==> src/rtl/ps2_keycode_receiver.sv <==
// PS/2 keyboard receiver: synchronises the keyboard pins, deserialises 11-bit frames
// and presents the last two good bytes as {previous, latest} with press/error strobes.
module ps2_keycode_receiver #(
  parameter int SYNC_STAGES    = 2,
  parameter int TIMEOUT_CYCLES = 100000
) (
  input  logic        clk,
  input  logic        reset,
  input  logic        ps2_clk,
  input  logic        ps2_data,
  output logic [15:0] keycode,
  output logic        byte_valid,
  output logic        make_strobe,
  output logic        frame_error
);

  localparam int TW = $clog2(TIMEOUT_CYCLES);
  localparam logic [TW-1:0] TIMER_LAST = TW'(TIMEOUT_CYCLES - 1);
  localparam logic [TW-1:0] TIMER_ONE  = TW'(1);

  typedef enum logic [1:0] {
    S_IDLE,
    S_DATA,
    S_PARITY,
    S_STOP
  } state_t;

  state_t                 state_q, state_d;
  logic [SYNC_STAGES-1:0] clk_sync_q, clk_sync_d;
  logic [SYNC_STAGES-1:0] data_sync_q, data_sync_d;
  logic                   clk_prev_q, clk_prev_d;
  logic [7:0]             shift_q, shift_d;
  logic [2:0]             bit_cnt_q, bit_cnt_d;
  logic                   parity_q, parity_d;
  logic [TW-1:0]          timer_q, timer_d;
  logic [15:0]            keycode_q, keycode_d;
  logic                   byte_valid_q, byte_valid_d;
  logic                   make_strobe_q, make_strobe_d;
  logic                   frame_error_q, frame_error_d;

  logic clk_s;
  logic data_s;
  logic fall;

  assign clk_s  = clk_sync_q[SYNC_STAGES-1];
  assign data_s = data_sync_q[SYNC_STAGES-1];
  assign fall   = clk_prev_q & ~clk_s;

  always_comb begin
    clk_sync_d    = {clk_sync_q[SYNC_STAGES-2:0], ps2_clk};
    data_sync_d   = {data_sync_q[SYNC_STAGES-2:0], ps2_data};
    clk_prev_d    = clk_s;
    state_d       = state_q;
    shift_d       = shift_q;
    bit_cnt_d     = bit_cnt_q;
    parity_d      = parity_q;
    timer_d       = timer_q;
    keycode_d     = keycode_q;
    byte_valid_d  = 1'b0;
    make_strobe_d = 1'b0;
    frame_error_d = 1'b0;

    if (state_q == S_IDLE) begin
      timer_d = '0;
      // A high level at the first falling edge is treated as a glitch, not a frame.
      if (fall && !data_s) begin
        state_d   = S_DATA;
        bit_cnt_d = 3'd0;
      end
    end else if (fall) begin
      timer_d = '0;
      case (state_q)
        S_DATA: begin
          shift_d   = {data_s, shift_q[7:1]};
          bit_cnt_d = bit_cnt_q + 3'd1;
          if (bit_cnt_q == 3'd7) state_d = S_PARITY;
        end
        S_PARITY: begin
          parity_d = data_s;
          state_d  = S_STOP;
        end
        S_STOP: begin
          state_d = S_IDLE;
          if (data_s && (^{shift_q, parity_q})) begin
            keycode_d     = {keycode_q[7:0], shift_q};
            byte_valid_d  = 1'b1;
            make_strobe_d = (shift_q != 8'hF0) && (shift_q != 8'hE0) &&
                            (keycode_q[7:0] != 8'hF0);
          end else begin
            frame_error_d = 1'b1;
          end
        end
        default: state_d = S_IDLE;
      endcase
    end else if (timer_q == TIMER_LAST) begin
      frame_error_d = 1'b1;
      state_d       = S_IDLE;
      shift_d       = 8'hFF;
      bit_cnt_d     = 3'd0;
      timer_d       = '0;
    end else begin
      timer_d = timer_q + TIMER_ONE;
    end
  end

  always_ff @(posedge clk or posedge reset) begin
    if (reset) begin
      state_q       <= S_IDLE;
      clk_sync_q    <= '1;
      data_sync_q   <= '1;
      clk_prev_q    <= 1'b1;
      shift_q       <= 8'hFF;
      bit_cnt_q     <= 3'd0;
      parity_q      <= 1'b1;
      timer_q       <= '0;
      keycode_q     <= 16'h0000;
      byte_valid_q  <= 1'b0;
      make_strobe_q <= 1'b0;
      frame_error_q <= 1'b0;
    end else begin
      state_q       <= state_d;
      clk_sync_q    <= clk_sync_d;
      data_sync_q   <= data_sync_d;
      clk_prev_q    <= clk_prev_d;
      shift_q       <= shift_d;
      bit_cnt_q     <= bit_cnt_d;
      parity_q      <= parity_d;
      timer_q       <= timer_d;
      keycode_q     <= keycode_d;
      byte_valid_q  <= byte_valid_d;
      make_strobe_q <= make_strobe_d;
      frame_error_q <= frame_error_d;
    end
  end

  assign keycode     = keycode_q;
  assign byte_valid  = byte_valid_q;
  assign make_strobe = make_strobe_q;
  assign frame_error = frame_error_q;

endmodule

==> config.mk <==
export PLATFORM = sky130hd
export DESIGN_NAME = ps2_keycode_receiver
export DESIGN_NICKNAME = d
export VERILOG_FILES = /design/src/rtl/ps2_keycode_receiver.sv
export SDC_FILE = /design/constraint.sdc
export NUM_CORES = 1
export LEC_CHECK = 0
export ABC_AREA = 1
export CAP_MARGIN = 30
export CORE_MARGIN = 2
export CORE_UTILIZATION = 50
export CTS_CLUSTER_DIAMETER = 100
export CTS_CLUSTER_SIZE = 28
export DETAILED_ROUTE_END_ITERATION = 8
export GPL_ROUTABILITY_DRIVEN = 0
export GPL_TIMING_DRIVEN = 0
export PLACE_DENSITY_LB_ADDON = 0.3
export SLEW_MARGIN = 40
export SYNTH_ARGS = -nofsm -noshare
export SYNTH_HDL_FRONTEND = slang
export SYNTH_SLANG_ARGS = --single-unit
export TNS_END_PERCENT = 100
==> constraint.sdc <==
create_clock -name clk -period 3.6 [get_ports clk]
set_clock_uncertainty 0.1 [all_clocks]
set_input_delay 0.54 -clock clk [delete_from_list [all_inputs] [get_ports clk]]
set_output_delay 0.54 -clock clk [all_outputs]
set_load 0.03 [all_outputs]
==> run metrics <==
outcome=complete, no violations; top post-synthesis cells by area=dfrtp_1 37%, nand2_1 13%, dfstp_2 13%; R2R cell count=9; cts-stage hold buffer count=0; largest net degree at the start of global routing=46; n_diodes=0; Die Ht=78.9 µm; root buffer cell=clkbuf_8; grt total ovfl=0; Critical Path Fanout Max=4; drt drc=0; Seq. cell area=1390 µm²; Final #Nets=372; CP endpoint kind=output port; # H-tree levels=2; Hold Path Cell Cnt=0; row count=27; Final setup viols=0; Final Hold Fails=0; clk slew on worst S/H paths=0.10 ns; first-pass GRT wire length=8.99 mm; synthesized area=2810 µm²; Worst path max stage delay=0.69 ns; Fmax=0.484 GHz; DR WL/cell=11.9 µm; pwr dens=656 nW/µm²; Buf+Inv Stages, Crit Path=1; Least-Margin Pin Slew=0.472 ns; vias in the first global route=2030; Seq/Total Area, Yosys=0.497; Clock Path Buffers=2; setup_tns=0 ns; critical path's top delay family=buffers and inverters; fin area=3230 µm²; CP Launch Type=register; Power Internal=1230 µW; CTS resizes=0; Final period util=0.574; DR vias=2163; Flop pwr share=0.419; synthesized net count=342; Area Growth Syn to Fin=15.2%; Post-Place Cell Area=3150 µm²; DRT Wirelength=5.16 mm; Sink Count=55; Max VDD drop=346 µV; Main synth FF type=dfrtp_1; post-route ant nets=0; drt initial violations=118; share of cells above drive strength 1=0.166; EDFF count, synth=0; I/O pins=23; async set-or-reset flop fraction in the synthesized netlist=1.00; IO buf count=22; Max-Slew Margin vs Limit=0.684; Unique masters post-synth=38; Synth Instances=330; Total Power=2120 µW; crit path time final=2.07 ns; GRT Overall Usage=0.182; pins over their slew limit=0; worst-path cell chain=clkdlybuf4s50_1; Avg Inst Size Synth=8.50 µm²; Slowest-stage cell, CP=clkdlybuf4s50_1; Pleak=0.00162 µW; Multi-input gate area=1220 µm²; layout filler cell count=487; R2R Setup Slk=1.71 ns; Synth area leader=dfrtp_1; TritonCTS clock tree=done; Die ar.=6230 µm²; WP data arrival=1.43 ns; reg-to-reg endpoint=timer_q[10]; Syn. warnings=0; Via density=5.00; hold slack final=0.259 ns; RSZ-0062 raised after global routing=no; Yosys top cell area share=0.366; latest clock arrival within the worst-skew pair=0.30 ns; Crit Path Category=reg2out; die width=78.9 µm; initial antenna violation count=0; HPWL Detailed=3.84 mm; Hold Path End=clk_sync_q[1]; R2R Path Start=timer_q[0]; clock power share=0.156; sw frac=0.420; Worst EP required=2.96 ns; postcts setup bufs=0; synthesis-stage register bit count=55; Core Area=5470 µm²; NetSw=890 µW; logic gate share of total power=0.425; drt pass-1 iters=4; effective utilization at floorplan=0.513; hold crit path type=reg2reg; TritonCTS buffer count=5; HP Start=clk_sync_q[0]; Max Cap Viol=0
==> power by group through the flow <==
stage | clock (µW) | sequential (µW) | combinational, µW
after detailed placement | 0 | 901 | 905
final | 331 | 888 | 900
after CTS | 345 | 889 | 908
after global routing | 371 | 909 | 1010
after floorplan | 0 | 949 | 613
after global placement | 0 | 896 | 882
==> cell families after synthesis <==
| family | synth area share |
|---|---|
| simple gates | 0.326 |
| flops | 0.497 |
| fa+ha+maj | 0.0357 |
| buf+inv | 0.0700 |
| compound gates | 0.0624 |
| xor+xnor | 0.00936 |
==> per-layer routing <==
| metal | up-vias | track usage | routed length, µm |
|---|---|---|---|
| li1 | 1117 | - | - |
| met1 | 1016 | 0.244 | 2500 |
| met2 | 23 | 0.302 | 2480 |
| met3 | 7 | 0.0330 | 112 |
| met4 | 0 | 0.0586 | 57 |
| met5 | - | 0 | 0 |
==> Yosys cell counts (2+ instances only) <==
| cell | count |
|---|---|
| dfrtp_1 | 41 |
| or2_2 | 2 |
| nand3_1 | 26 |
| nand2_2 | 9 |
| nand2_1 | 99 |
| o21ai_0 | 9 |
| xor2_1 | 3 |
| nor3b_1 | 3 |
| a21oi_1 | 5 |
| ha_1 | 8 |
| inv_2 | 8 |
| inv_1 | 32 |
| nand3_2 | 4 |
| nor2_2 | 4 |
| a211oi_1 | 2 |
| a22oi_1 | 7 |
| dfstp_2 | 14 |
| nand4_1 | 5 |
| nor2_1 | 24 |
| nor3_1 | 7 |
==> metrics by stage <==
step                      setup slack (ns)  utilization  cells
after floorplan                       1.64            -    330
after global placement               0.616        0.570    424
after detailed placement              1.70        0.575    425
after CTS                             1.52        0.591    433
after global routing                  1.47        0.591    433
final                                 1.53        0.591    433
==> state kept, by name, summed over array words and instances, names as in the netlist <==
signal	count
byte_valid	1
parity_q	1
keycode	16
make_strobe	1
frame_error	1
data_sync_q	2
timer_q	17
shift_q	8
bit_cnt_q	3
clk_sync_q	2
state_q	2
clk_prev_q	1
==> how the worst max path moves through the flow <==
stage                     from           end  depth (start not counted)
detailed placement  timer_q[0]   timer_q[10]                          9
global placement         reset    byte_valid                          2
CTS                 keycode[6]    keycode[6]                          1
global route        keycode[6]    keycode[6]                          1
floorplan                reset  bit_cnt_q[0]                          1
finish              keycode[5]    keycode[5]                          1
==> cell type report <==
cell class                      count  area share
Buffer                              5      0.0143
Multi-Input combinational cell    230       0.376
Inverter                           40      0.0472
Timing Repair Buffer               23      0.0766
Clock buffer                        6      0.0224
Sequential cell                    55       0.431
Clock inverter                      2     0.00426
Tap cell                           72      0.0279
==> placed cells by master, fill, tap and decap left out, drive strengths merged <==
| master | Yosys | layout |
|---|---|---|
| a211oi | 2 | 2 |
| a21oi | 5 | 5 |
| a22oi | 7 | 7 |
| a31oi | 1 | 1 |
| and2 | 1 | 1 |
| buf | 4 | 5 |
| clkbuf | 1 | 7 |
| clkdlybuf4s50 | 0 | 22 |
| clkinv | 0 | 2 |
| dfrtp | 41 | 41 |
| dfstp | 14 | 14 |
| ha | 8 | 8 |
| inv | 40 | 40 |
| nand2 | 109 | 109 |
| nand3 | 31 | 31 |
| nand3b | 1 | 1 |
| nand4 | 6 | 6 |
| nor2 | 29 | 29 |
| nor3 | 8 | 8 |
| nor3b | 3 | 3 |
| nor4 | 1 | 1 |
| o21a | 1 | 1 |
| o21ai | 9 | 9 |
| o21bai | 1 | 1 |
| o31ai | 1 | 1 |
| o41ai | 1 | 1 |
| or2 | 2 | 2 |
| xor2 | 3 | 3 |
(Power assumes the default switching activity.)
